**config.mk**
```make
export PLATFORM = sky130hd
export DESIGN_NAME = hilo_unit
export DESIGN_NICKNAME = d
export VERILOG_FILES = /design/src/rtl/hilo_pkg.sv /design/src/rtl/hilo_unit.sv
export SDC_FILE = /design/constraint.sdc
export NUM_CORES = 1
export LEC_CHECK = 0
export BUFFER_PORTS_ARGS = -buffer_cell sky130_fd_sc_hd__clkbuf_2
export CAP_MARGIN = 20
export CORE_AREA = 2 2 140 142
export CTS_CLUSTER_SIZE = 40
export DETAILED_ROUTE_END_ITERATION = 10
export DIE_AREA = 0 0 142 144
export PLACE_DENSITY = 0.76
export SYNTH_ARGS = -nofsm -noshare
export SYNTH_HDL_FRONTEND = slang
export SYNTH_SLANG_ARGS = --single-unit
export TNS_END_PERCENT = 1
```
**constraint.sdc**
```tcl
create_clock -name clk -period 12.9 [get_ports clk]
set_clock_uncertainty 0.15 [all_clocks]
set_input_delay 1.29 -clock clk [delete_from_list [all_inputs] [get_ports clk]]
set_output_delay 1.29 -clock clk [all_outputs]
set_load 0.01 [all_outputs]
```
**src/rtl/hilo_pkg.sv**
```systemverilog
// Shared encodings for the HI/LO unit: EX operation codes and controller states.
package hilo_pkg;

  localparam int OP_W = 4;

  typedef enum logic [OP_W-1:0] {
    OP_NOP   = 4'd0,
    OP_MULT  = 4'd1,
    OP_MULTU = 4'd2,
    OP_DIV   = 4'd3,
    OP_DIVU  = 4'd4,
    OP_MTHI  = 4'd5,
    OP_MTLO  = 4'd6,
    OP_MFHI  = 4'd7,
    OP_MFLO  = 4'd8
  } op_e;

  typedef enum logic [1:0] {
    ST_IDLE   = 2'd0,
    ST_LAUNCH = 2'd1,
    ST_WAIT   = 2'd2,
    ST_ABORT  = 2'd3
  } state_e;

  function automatic logic is_div_op(input op_e op);
    return (op == OP_DIV) || (op == OP_DIVU);
  endfunction

endpackage

```
**src/rtl/hilo_unit.sv**
```systemverilog
// HI/LO register pair beside the EX-stage ALU; captures products, serves MF/MT,
// and is the requesting side of the external multi-cycle divider.
module hilo_unit
  import hilo_pkg::*;
#(
  parameter int W = 32
) (
  input  logic         clk,
  input  logic         rst,
  input  logic         flush,
  input  logic         op_valid,
  input  logic [3:0]   op,
  input  logic [W-1:0] rs_val,
  input  logic [W-1:0] rt_val,
  input  logic [W-1:0] mul_lo,
  input  logic [W-1:0] mul_hi,
  output logic         div_start,
  output logic         div_signed,
  output logic [W-1:0] div_x,
  output logic [W-1:0] div_y,
  input  logic         div_done,
  input  logic [W-1:0] div_q,
  input  logic [W-1:0] div_r,
  output logic         stall,
  output logic [W-1:0] mf_data,
  output logic [W-1:0] hi,
  output logic [W-1:0] lo
);

  state_e       r_state;
  logic [W-1:0] r_hi;
  logic [W-1:0] r_lo;
  logic [W-1:0] r_div_x;
  logic [W-1:0] r_div_y;
  logic         r_div_signed;
  logic         r_div_start;

  op_e          w_op;
  logic         w_act;
  logic         w_stall;
  logic [W-1:0] w_mf_data;

  assign w_op  = op_e'(op);
  assign w_act = op_valid & ~flush;

  // While an orphaned divide drains, any real instruction is held so it cannot
  // touch HI/LO or start a second divide underneath it.
  always_comb begin
    w_stall = 1'b0;
    case (r_state)
      ST_IDLE:   w_stall = w_act & is_div_op(w_op);
      ST_LAUNCH: w_stall = 1'b1;
      ST_WAIT:   w_stall = ~div_done;
      ST_ABORT:  w_stall = op_valid & (w_op != OP_NOP);
      default:   w_stall = 1'b0;
    endcase
  end

  always_comb begin
    w_mf_data = '0;
    if (w_op == OP_MFHI) begin
      w_mf_data = r_hi;
    end else if (w_op == OP_MFLO) begin
      w_mf_data = r_lo;
    end
  end

  always_ff @(posedge clk or posedge rst) begin
    if (rst) begin
      r_state      <= ST_IDLE;
      r_hi         <= '0;
      r_lo         <= '0;
      r_div_x      <= '0;
      r_div_y      <= '0;
      r_div_signed <= 1'b0;
      r_div_start  <= 1'b0;
    end else begin
      r_div_start <= 1'b0;
      case (r_state)
        ST_IDLE: begin
          if (w_act) begin
            case (w_op)
              OP_DIV, OP_DIVU: begin
                r_div_x      <= rs_val;
                r_div_y      <= rt_val;
                r_div_signed <= (w_op == OP_DIV);
                r_div_start  <= 1'b1;
                r_state      <= ST_LAUNCH;
              end
              OP_MULT, OP_MULTU: begin
                r_hi <= mul_hi;
                r_lo <= mul_lo;
              end
              OP_MTHI: r_hi <= rs_val;
              OP_MTLO: r_lo <= rs_val;
              default: ;
            endcase
          end
        end
        ST_LAUNCH: begin
          r_state <= flush ? ST_ABORT : ST_WAIT;
        end
        ST_WAIT: begin
          // A flush landing on the completion cycle still discards the result.
          if (div_done) begin
            if (!flush) begin
              r_lo <= div_q;
              r_hi <= div_r;
            end
            r_state <= ST_IDLE;
          end else if (flush) begin
            r_state <= ST_ABORT;
          end
        end
        ST_ABORT: begin
          if (div_done) begin
            r_state <= ST_IDLE;
          end
        end
        default: r_state <= ST_IDLE;
      endcase
    end
  end

  assign div_start  = r_div_start;
  assign div_signed = r_div_signed;
  assign div_x      = r_div_x;
  assign div_y      = r_div_y;
  assign stall      = w_stall;
  assign mf_data    = w_mf_data;
  assign hi         = r_hi;
  assign lo         = r_lo;

endmodule

```
==> results, run 1 <==
- Counting flops and latches in the post-synthesis netlist gives 132.
- The endpoint identified for the worst register-to-register timing path is hi[28].
- For this run, the total global-route usage over all layers was measured as 20.5%.
- The main flop type after synthesis is dfrtp_1.
- The number of antenna violations at the first check in global routing came to 1.
- The number of warning messages in the yosys log is 0.
- 364 I/O pins were placed.
- Buffers inserted during clock tree synthesis total 17.
- The final layout contains 1114 nets.
- The final total negative setup slack is 0 ns.
- The number of violations reported at the end of detailed-routing iteration 0 is 191.
- In the synthesized netlist the async set-or-reset flop fraction comes to 100%.
- The longest clock path from root to sink contains 2 buffers.
- The die covers 20400 sq um.
- The floorplan step defined a core boundary enclosing 19100 sq um.
- The worst reg-to-reg setup slack is 10.38 ns.
- The final wirelength is 21600 microns.
- Entering global routing, the biggest net connects 75 pins.
- The standby leakage power is 5.01 nW.
- Of all nets on the critical path, the largest fanout is 20.
- The sequential cell area fraction in the yosys report is 48.8%.
- After synthesis the cells add up to 6770 sq um.
- The synthesized area divided by synthesized cell count is 11.9 sq um.
- The number of global-route vias before repair was 5865.
- The register area is 3300 sq um.
- The final setup violation count is 0.
- The worst pin sits at a relative slew slack of 37.6%.
- After detailed routing, the number of remaining DRC violations is 0.
- In this run the horizontal extent of the chip is 142 microns.
- Setup repair after global routing left no endpoint under its margin.
- Across the run, the number of max-cap violations was 0.
- After clock tree synthesis, the setup repair step added 0 buffers.
- The flow ran to the end, and the final reports show no timing, DRC or antenna violations.
- The worst setup path is captured at an output pin.
- The via density per instance is 5.14.
- In the final layout, the multi-input gates occupy 3190 sq um.
- The critical path is of the input port to output pin type.
- The number of nets with antenna violations after routing is 0.
- Relative to the synthesized area, the layout overhead comes to 36.8%.
- In this run the most critical hold path is launched from div_y[25].
- The worst setup path is launched from an input port.
- The distinct cell type count of the synthesized netlist is 31.
- The number of flops mapped to enable cells by yosys is 0.
- The starting density of the core is 35.5%.
- IR analysis of the VDD net gives a maximum drop of 0.105 mV.
- The number of levels in the clock H-tree is 4.
- The clock tree from TritonCTS is yes.
- The synthesized instance count is 570.
- The final route contains 5983 vias.
- CTS saw 132 sinks.
- The floorplan has 51 rows.
- In this run the clock root is driven by a clkbuf_16.
- The clock-pin slew on the worst setup and hold paths is 0.06 ns.
- For this design, the CTS-stage hold fixing added 0 buffers.
- The final weighted congestion in routability-driven placement is 0.807.
- For the pin with the worst max-slew slack, the measured transition is 0.936 ns.
- The maximum clock rate is 226 MHz.
- The first global-routing pass estimated 31900 microns of wire.
- The class of the most critical hold timing path is flop to flop.
- After detailed routing, the average wire length per cell comes to 18.6 microns.
- After legalization and detailed placement, the total HPWL measured 16000 microns.
- The final hold violation count is 0.
- The number of input and output port buffers inserted is 363.
- The critical path ends at mf_data[31].
- For this run, the share of the core covered by cells in the final layout is 48.6%.
- The count of pins over their slew limit is 0.
- The power per cell area is 213 nW/um^2.
- The later pin in the worst-skew pair is clocked with a latency of 0.40 ns.
- The timing startpoint of the critical path is op[3].
- The number of filler instances in the final layout is 1758.
- The share of the cycle needed by the critical path after routing is 34.3%.
- Of the cells placed in the final design, the portion with a size suffix greater than 1 is 50.3%.
- The worst register-to-register path has a depth of 5.
- Synthesis produced a netlist with a net count of 771.
- In this run the critical register-to-register path is launched from r_state[0].
- Counting I/O delays and the setup requirement, the final critical path takes 4.42 ns.
- 0 antenna diodes ended up in the layout.
- The residual overflow from global routing is 0.
- The number of cells upsized or downsized after cts is 0.
- STA puts the critical path data required time at 11.46 ns.
- Measured along the y axis, the die boundary spans 144 microns.
- Data on the critical path arrives at its endpoint at 2.98 ns.
- The number of iterations in the first detailed-routing pass is 6.
-- worst max-delay path: stages --
cell and delay [ns]:
clkbuf_2 0.24, nor4b_4 0.58, buf_6 0.24, buf_4 0.31, a22o_1 0.19, clkbuf_2 0.13
-- state kept, by name (all words and copies together) (netlist names) --
signal and flops:
lo 32, div_start 1, hi 32, div_y 32, r_state 2, div_x 32
div_signed 1
-- through the flow --
stage	area [sq um]	instances	hold WS (ns)	setup slack, ns	power (mW)
floorplan	6770	570	0.357	7.93	1.20
global placement	8700	1130	0.323	8.21	1.52
detailed placement	8700	1130	0.332	8.16	1.54
CTS	9250	1162	0.345	8.16	2.00
global route	9270	1164	0.353	8.36	2.10
finish	9270	1164	0.342	8.48	1.98
-- report_power, final --
group          leakage [nW]  internal [mW]  switching, mW
clock                 0.253          0.253          0.194
combinational          3.08          0.349          0.418
sequential             1.68          0.608          0.156
total                  5.01           1.21          0.768
-- cell type report --
cell class | count | area share [%]
Sequential cell | 132 | 35.6
Tap cell | 238 | 3.21
Clock inverter | 13 | 1.08
Clock buffer | 19 | 4.78
Multi-Input combinational cell | 384 | 34.4
Timing Repair Buffer | 376 | 20.7
Inverter | 2 | 0.135
-- metal layers --
metal	part of all wire, %	track usage (%)	vias up
met1	41	24.2	2886
li1	-	-	2807
met5	0.060	0	-
met3	6.3	4.93	31
met4	2.4	8.00	2
met2	50	36.0	257
-- worst min-delay path by stage --
stage / to / slack, ns / depth (start not counted)
3_3_place_gp: div_y[22] / 0.32 / 1
2_1_floorplan: div_signed / 0.36 / 2
3_5_place_dp: div_y[25] / 0.33 / 1
5_1_grt: div_y[28] / 0.35 / 1
6_report: div_y[25] / 0.34 / 1
4_1_cts: div_y[25] / 0.35 / 1
-- synth_stat cells, types with 3 or more instances --
cell type,count,area share [%]
a21o_1,64,7.1
nor3b_1,3,0.33
a211oi_1,64,7.1
a22o_1,32,4.1
nor4b_2,3,0.66
mux2_1,20,3.3
buf_2,17,1.3
mux2_2,45,7.5
buf_4,4,0.44
clkbuf_1,19,1.1
buf_6,12,2.0
mux2i_1,65,9.6
nor2_1,68,3.8
dfrtp_1,132,49
-- cell usage in the layout, fill, tap and decap left out, types with 2 or more instances in the layout --
cell type	count
clkinv_2	2
nor4b_2	2
buf_6	2
buf_4	11
nor3b_1	2
clkinvlp_4	5
mux2i_1	65
dfrtp_1	132
nor2_1	68
nor3b_2	2
a31oi_1	2
inv_6	5
mux2_1	20
a211oi_1	64
a22o_1	32
clkbuf_2	363
a21o_1	64
o311ai_4	2
clkbuf_16	17
mux2_2	45
nand2_1	2
clkinv_4	2
-- cells by family (layout without fill, tap and decap cells) --
kind of cell / Yosys count / in the layout / synth area share, %
flip-flops: 132 / 132 / 48.8
AO/OA/AOI/OAI: 168 / 168 / 19.8
AND/OR/NAND/NOR: 86 / 86 / 6.13
buffers and inverters: 54 / 410 / 4.86
multiplexers: 130 / 130 / 20.4
(Power assumes the default switching activity.)
==> run 2, diff against run 1 <==
--- a/config.mk
+++ b/config.mk
@@ -7,11 +7,11 @@
 export LEC_CHECK = 0
 export BUFFER_PORTS_ARGS = -buffer_cell sky130_fd_sc_hd__clkbuf_2
 export CAP_MARGIN = 20
-export CORE_AREA = 2 2 140 142
+export CORE_AREA = 2 2 142 144
 export CTS_CLUSTER_SIZE = 40
 export DETAILED_ROUTE_END_ITERATION = 10
-export DIE_AREA = 0 0 142 144
-export PLACE_DENSITY = 0.76
+export DIE_AREA = 0 0 144 146
+export PLACE_DENSITY = 0.75
 export SYNTH_ARGS = -nofsm -noshare
 export SYNTH_HDL_FRONTEND = slang
 export SYNTH_SLANG_ARGS = --single-unit
==> constraint.sdc (replaced) <==
create_clock -name clk -period 4.6 [get_ports clk]
set_clock_uncertainty 0.15 [all_clocks]
set_input_delay 0.46 -clock clk [delete_from_list [all_inputs] [get_ports clk]]
set_output_delay 0.46 -clock clk [all_outputs]
set_load 0.01 [all_outputs]
==> results, run 2 (synthesis gave the netlist of run 1 again) <==
- The flow ran to the end, and the final reports show no timing, DRC or antenna violations.
- The via count is 6013.
- In this run the worst path has a maximum fanout of 86.
- The core occupancy in the finished layout is 48.8%.
- The arrival time of data at the critical path endpoint is 2.74 ns.
- The residual overflow from global routing is 0.
- Max-cap violations in this run came to 0.
- The class of the most critical hold timing path is input port to asynchronous set/reset pin.
- The library cell used as clock root buffer is clkbuf_16.
- The detailed-route DRC error count is 0.
- Relative to the synthesized area, the layout overhead comes to 39.2%.
- The share of the cycle needed by the critical path after routing is 55.5%.
- The worst supply voltage drop on vdd is 0.299 mV.
- The finished layout holds 1193 standard cells, fillers aside.
- The number of iterations in the first detailed-routing pass is 4.
- Buffers inserted during clock tree synthesis total 17.
- After clock tree synthesis, the clock-pin slew on the worst setup and hold paths is 0.06 ns.
- The aggregate global-route resource usage is 19.9%.
- Setup repair after global routing left no endpoint under its margin.
- The HPWL reported at the end of detailed placement is 16200 microns.
- For the worst-skew pair, the clock arrives at the later sink with an insertion delay of 0.40 ns.
- Summing all placed instances gives a cell area of 8770 sq um.
- The average wire per cell in the routed design is 18.1 microns.
- In this run the count of I/O pins placed on the die edge is 364.
- The standby leakage power is 5.08 nW.
- The number of nets with antenna violations after routing is 0.
- The transition time at the pin with the least slew margin is 0.913 ns.
- The number of global-route vias before repair is 6008.
- After floorplanning, the core was sized to cover 19300 sq um.
- The slowest cell on the critical path is nand2b_4.
- The repair_antennas step left the layout with diodes totalling 0.
- The post-route total power is 5.76 mW.
- The number of antenna violations at the first check in global routing is 0.
- For this block, the initial DRC count from the detailed router was 206.
- In the final timing run, aggregate negative setup slack is 0 ns.
- After clock tree synthesis, the setup repair step added 0 buffers.
- The worst pin sits at a relative slew slack of 39.1%.
- Of the cells placed in the final design, the portion with a size suffix greater than 1 is 50.5%.
- Measured along the x axis, the die boundary spans 144 microns.
- The final weighted congestion in routability-driven placement is 0.823.
- The worst setup path is launched from a flop.
- The family of cells with the greatest summed delay on the critical path is simple AND/OR/NAND/NOR gates.
- Row generation in the floorplan step produced 51 rows.
- The final-stage net count is 1116.
- The starting density of the core is 35.0%.
- The post-layout minimum cycle time is 2.55 ns.
- The number of hold buffers added after CTS was 0.
- The final layout contains routed wiring with a total length of 21600 microns.
- The timing startpoint of the critical path is r_state[0].
- The library cell used most frequently in the layout, excluding fill and tap cells, is clkbuf_2.
- STA puts the critical path data required time at 4.79 ns.
- In this run the number of H-tree levels came out at 4.
- STA classifies the critical path endpoint as a flop.
- The die covers 21000 sq um.
- The delay contributed by the slowest stage of the critical path is 0.78 ns.
- The count of buffer and inverter cells on the critical path is 1.
- In this run the power density over the cells is 611 nW/um^2.
- The top cell types in the final layout, fill and taps aside, are clkbuf_2 (363), dfrtp_1 (132), nor2_1 (68), mux2i_1 (65).
- Entering global routing, the biggest net connects 95 pins.
- The number of cells in the design after placement is 1160.
- The tree built by TritonCTS fans out to 132 sinks.
- The origin of the critical flop-to-flop path is r_state[0].
- The number of cells upsized or downsized after cts is 0.
- The final hold violation count is 0.
- The kind of critical path is flop to flop.
- Setup violations remaining at the end of the flow were counted as 0.
- The largest buffer count on any clock path is 2.
- Setup slack on the critical path of the routed design comes to 2.05 ns.
- TritonCTS built the clock tree.
- The final cell area excluding filler cells is 9430 sq um.
- The worst slack after detailed placement is 1.72 ns.
- Dividing the detail-routed via count by the number of cells gives 5.04.
- The count of pins over their slew limit is 0.
- Traced cell by cell, the critical path runs through nand2b_4, buf_4, nor2_1, a211oi_1, a21o_1.
- Hold is met by 0.0687 ns.
- Measured along the y axis, the die boundary spans 146 microns.
- The first global-routing pass estimated 32400 microns of wire.
- The maximum clock rate is 392 MHz.
- The number of input and output port buffers inserted is 363.
-- run 2: cell count changes in the layout (fill, tap and decap cells not counted), sizes merged --
cell,before,now
inv,6,5
buf,13,15
clkbuf,382,381
clkinv,4,5
bufinv,0,4
clkinvlp,5,2
-- run 2: routing by layer --
layer	track usage (%)	part of all wire [%]	up-vias
li1	-	-	2816
met1	23.5	41	2914
met2	35.1	50	260
met3	5.76	7.3	23
met4	5.20	1.3	0
met5	0	0	-
-- run 2: final cells by class --
| cell class | count | area, sq um |
|---|---|---|
| clock inverter | 14 | 201 |
| sequential | 132 | 3300 |
| clock buffer | 18 | 439 |
| inverter | 2 | 12.5 |
| multi-input combinational | 384 | 3190 |
| tap | 265 | 332 |
| fill | 1770 | 9900 |
| timing repair buffer | 378 | 1950 |
-- run 2: worst paths after layout --
path	to	slack, ns	depth (start not counted)
setup reg to reg	hi[1]	2.05	5
hold reg to reg	div_x[5]	0.34	1
setup / recovery	hi[1]	2.05	5
hold / removal	div_x[15]	0.07	2
min in group clk	div_y[16]	0.11	2
max in group asynchronous	hi[1]	3.09	3
-- run 2: report_power, final --
part | switching (mW) | internal, mW
clock network | 0.545 | 0.930
logic | 1.17 | 0.980
registers | 0.427 | 1.71
==> run 3, diff against run 2 <==
--- a/config.mk
+++ b/config.mk
@@ -7,11 +7,11 @@
 export LEC_CHECK = 0
 export BUFFER_PORTS_ARGS = -buffer_cell sky130_fd_sc_hd__clkbuf_2
 export CAP_MARGIN = 20
-export CORE_AREA = 2 2 142 144
+export CORE_AREA = 2 2 140 142
 export CTS_CLUSTER_SIZE = 40
 export DETAILED_ROUTE_END_ITERATION = 10
-export DIE_AREA = 0 0 144 146
-export PLACE_DENSITY = 0.75
+export DIE_AREA = 0 0 142 144
+export PLACE_DENSITY = 0.79
 export SYNTH_ARGS = -nofsm -noshare
 export SYNTH_HDL_FRONTEND = slang
 export SYNTH_SLANG_ARGS = --single-unit
==> constraint.sdc (replaced) <==
create_clock -name clk -period 2.15 [get_ports clk]
set_clock_uncertainty 0.15 [all_clocks]
set_input_delay 0.215 -clock clk [delete_from_list [all_inputs] [get_ports clk]]
set_output_delay 0.215 -clock clk [all_outputs]
set_load 0.01 [all_outputs]
==> results, run 3 (synthesis gave the netlist of run 1 again) <==
- The met1 capacity usage during global routing is 23.9%.
- The final weighted congestion in routability-driven placement is 0.816.
- The final hold violation count came to 0.
- Entering global routing, the biggest net connects 79 pins.
- The origin of the critical flop-to-flop path is r_state[1].
- The floorplan die width is 142 microns.
- The number of nets with antenna violations after routing is 0.
- The worst setup path is captured at a flop.
- The residual overflow from global routing is 0.
- The class of the most critical hold timing path is input port to flop.
- The number of levels in the clock H-tree is 4.
- The starting density of the core is 35.5%.
- The run finished with clean final reports.
- Summing all non-filler instances in the final layout gives an area of 10100 sq um.
- The internal power of the cells totals 7.48 mW.
- Setup slack on the critical path of the routed design comes to 0.191 ns.
- The final wirelength is 22500 microns.
- The global routing stage identified its most utilized layer as met2.
- The met3 demand-to-capacity share in global routing is 5.93%.
- TritonCTS built the clock tree.
- The worst hold path begins at rs_val[19].
- The number of max-capacitance violations reported is 0.
- Hold timing on the final database bottoms out at a slack of 0.0249 ns.
- In this run the cell area measured after placement is 8900 sq um.
- The number of global-route vias before repair came to 6505.
- The worst reg-to-reg setup slack is 0.19 ns.
- The switching part of the total power is 38.3%.
- The top-level port count is 364.
- The area overhead of the layout relative to synthesis is 49.0%.
- Summed over all cells, the static leakage comes to 5.35 nW.
- Of the available clock period, the critical path in the final layout requires 91.1%.
- IR analysis of the VDD net gives a maximum drop of 0.738 mV.
- Global routing used 38.1% of the available met2 tracks.
- Timing analysis after detailed placement gives a worst setup slack of 0.188 ns.
- The kind of critical path is flop to flop.
- Headroom to the max-slew limit came out at 70.4%.
- The via count is 6418.
- The cell depth of the worst min-delay path is 2.
- The average wire per cell in the routed design is 18.2 microns.
- The clock insertion delay at the later pin of the skew report is 0.39 ns.
- The number of violations reported at the end of detailed-routing iteration 0 is 293.
- Setup repair after global routing left no endpoint under its margin.
- The core occupancy in the finished layout is 52.9%.
- The clock net sink count is 132.
- From bottom edge to top edge, the die measures 144 microns.
- The number of iterations in the first detailed-routing pass is 5.
- Counting cells, the worst reg-to-reg path comes to 6.
- The HPWL reported at the end of detailed placement is 15700 microns.
- Setup violations remaining at the end of the flow were counted as 0.
- The cell row count is 51.
- The transition time at the pin with the least slew margin is 0.443 ns.
- The leading cell type in the layout, fill and taps excluded is clkbuf_2.
- The first-pass GRT wire length is 33600 microns.
- The path with the worst hold slack has its endpoint at div_x[19].
- The number of antenna cells inserted is 0.
- In this run the power spent charging and discharging nets is 4.64 mW.
- Derived from the worst setup path, the maximum achievable clock frequency is 510 MHz.
- The detailed-route DRC error count is 0.
- The clock network accounts for 22.1% of the total power.
- Counting the buffers created by CTS gives 17.
- The highest net fanout along the worst path is 62.
- After routing, the total negative slack on setup checks comes to 0 ns.
- The clock-pin slew on the worst setup and hold paths is 0.06 ns.
- In the final layout, the share of cells above drive strength 1 is 47.3%.
- The number of antenna violations at the first check in global routing is 1.
- The library cell used as clock root buffer is clkbuf_16.
- In the global route stage, overall resource usage came out at 21.2%.
- The portion of total power attributed to sequential cells is 37.6%.
- Input and output buffers added on the ports amount to 363.
- Combinational logic is responsible for 40.3% of the overall power.
- The post-layout minimum cycle time is 1.96 ns.
- In the layout the commonest cells are clkbuf_2 (363), dfrtp_1 (132), nor2_1 (68), mux2i_1 (65), dlygate4sd3_1 (65).
- The die covers 20400 sq um.
- The arrival time of data at the critical path endpoint is 2.11 ns.
- The reg-to-reg endpoint is hi[16].
- The count of pins over their slew limit is 0.
- After the last flow step, the layout net total stands at 1185.
- At the worst endpoint, the required time is 2.30 ns.
- STA classifies the critical path startpoint as a flop.
- The via density per instance is 5.20.
- The largest buffer count on any clock path is 2.
- Dividing total power by cell area gives a power density of 1200 nW/um^2.
- The area of the core is 19100 sq um.
==> run 3: worst max path at each step <==
| stage | from | to | slack, ns | depth (start not counted) |
|---|---|---|---|---|
| floorplan | rst | div_signed | 0.15 | 1 |
| global placement | op[1] | div_x[22] | 0.24 | 5 |
| detailed placement | r_state[1] | hi[27] | 0.19 | 6 |
| CTS | r_state[1] | hi[27] | 0.19 | 6 |
| global route | r_state[1] | hi[0] | 0.07 | 6 |
| finish | r_state[1] | hi[16] | 0.19 | 6 |
==> run 3: per-stage QoR <==
stage,instances,power [mW]
after CTS,1235,12.2
after detailed placement,1138,9.35
after global routing,1235,12.8
after floorplan,570,7.18
after global placement,1138,9.18
final,1235,12.1
==> run 3: area by class of cell <==
cell class | instances | area [sq um]
fillers | 1628 | 8990
flip-flops and latches | 132 | 3300
clock inverters | 13 | 98.8
repair buffers | 447 | 2750
inverters | 2 | 11.3
multi-input cells | 384 | 3190
clock buffers | 19 | 443
well taps | 238 | 298
==> run 3: layer usage <==
layer  wire, microns  part of all wire (%)  vias up
li1                -                     -     2958
met1            8970                    40     3121
met2           11400                    51      294
met3            1480                   6.6       43
met4             584                   2.6        2
met5              13                 0.058        -
==> run 3: what timing repair did <==
| action | 4_1_cts | 5_1_grt |
|---|---|---|
| hold buffers | 65 | 0 |
| setup buffers | 0 | 0 |
| endpoints found under the hold margin | 196 | 0 |
| gates resized for setup | 0 | 0 |
==> run 3: power groups by stage <==
stage | clock network [mW] | logic (mW) | registers, mW
5_1_grt | 2.85 | 5.33 | 4.68
6_report | 2.68 | 4.88 | 4.55
3_5_place_dp | 0 | 4.80 | 4.55
4_1_cts | 2.76 | 4.90 | 4.52
2_1_floorplan | 0 | 2.29 | 4.90
3_3_place_gp | 0 | 4.68 | 4.50
==> run 3: critical path, stage by stage, from the launching register on <==
cell,delay [ns]
dfrtp_1,0.46
buf_4,0.17
mux2_2,0.38
o311ai_4,0.09
buf_12,0.28
a211oi_1,0.09
a21o_1,0.16
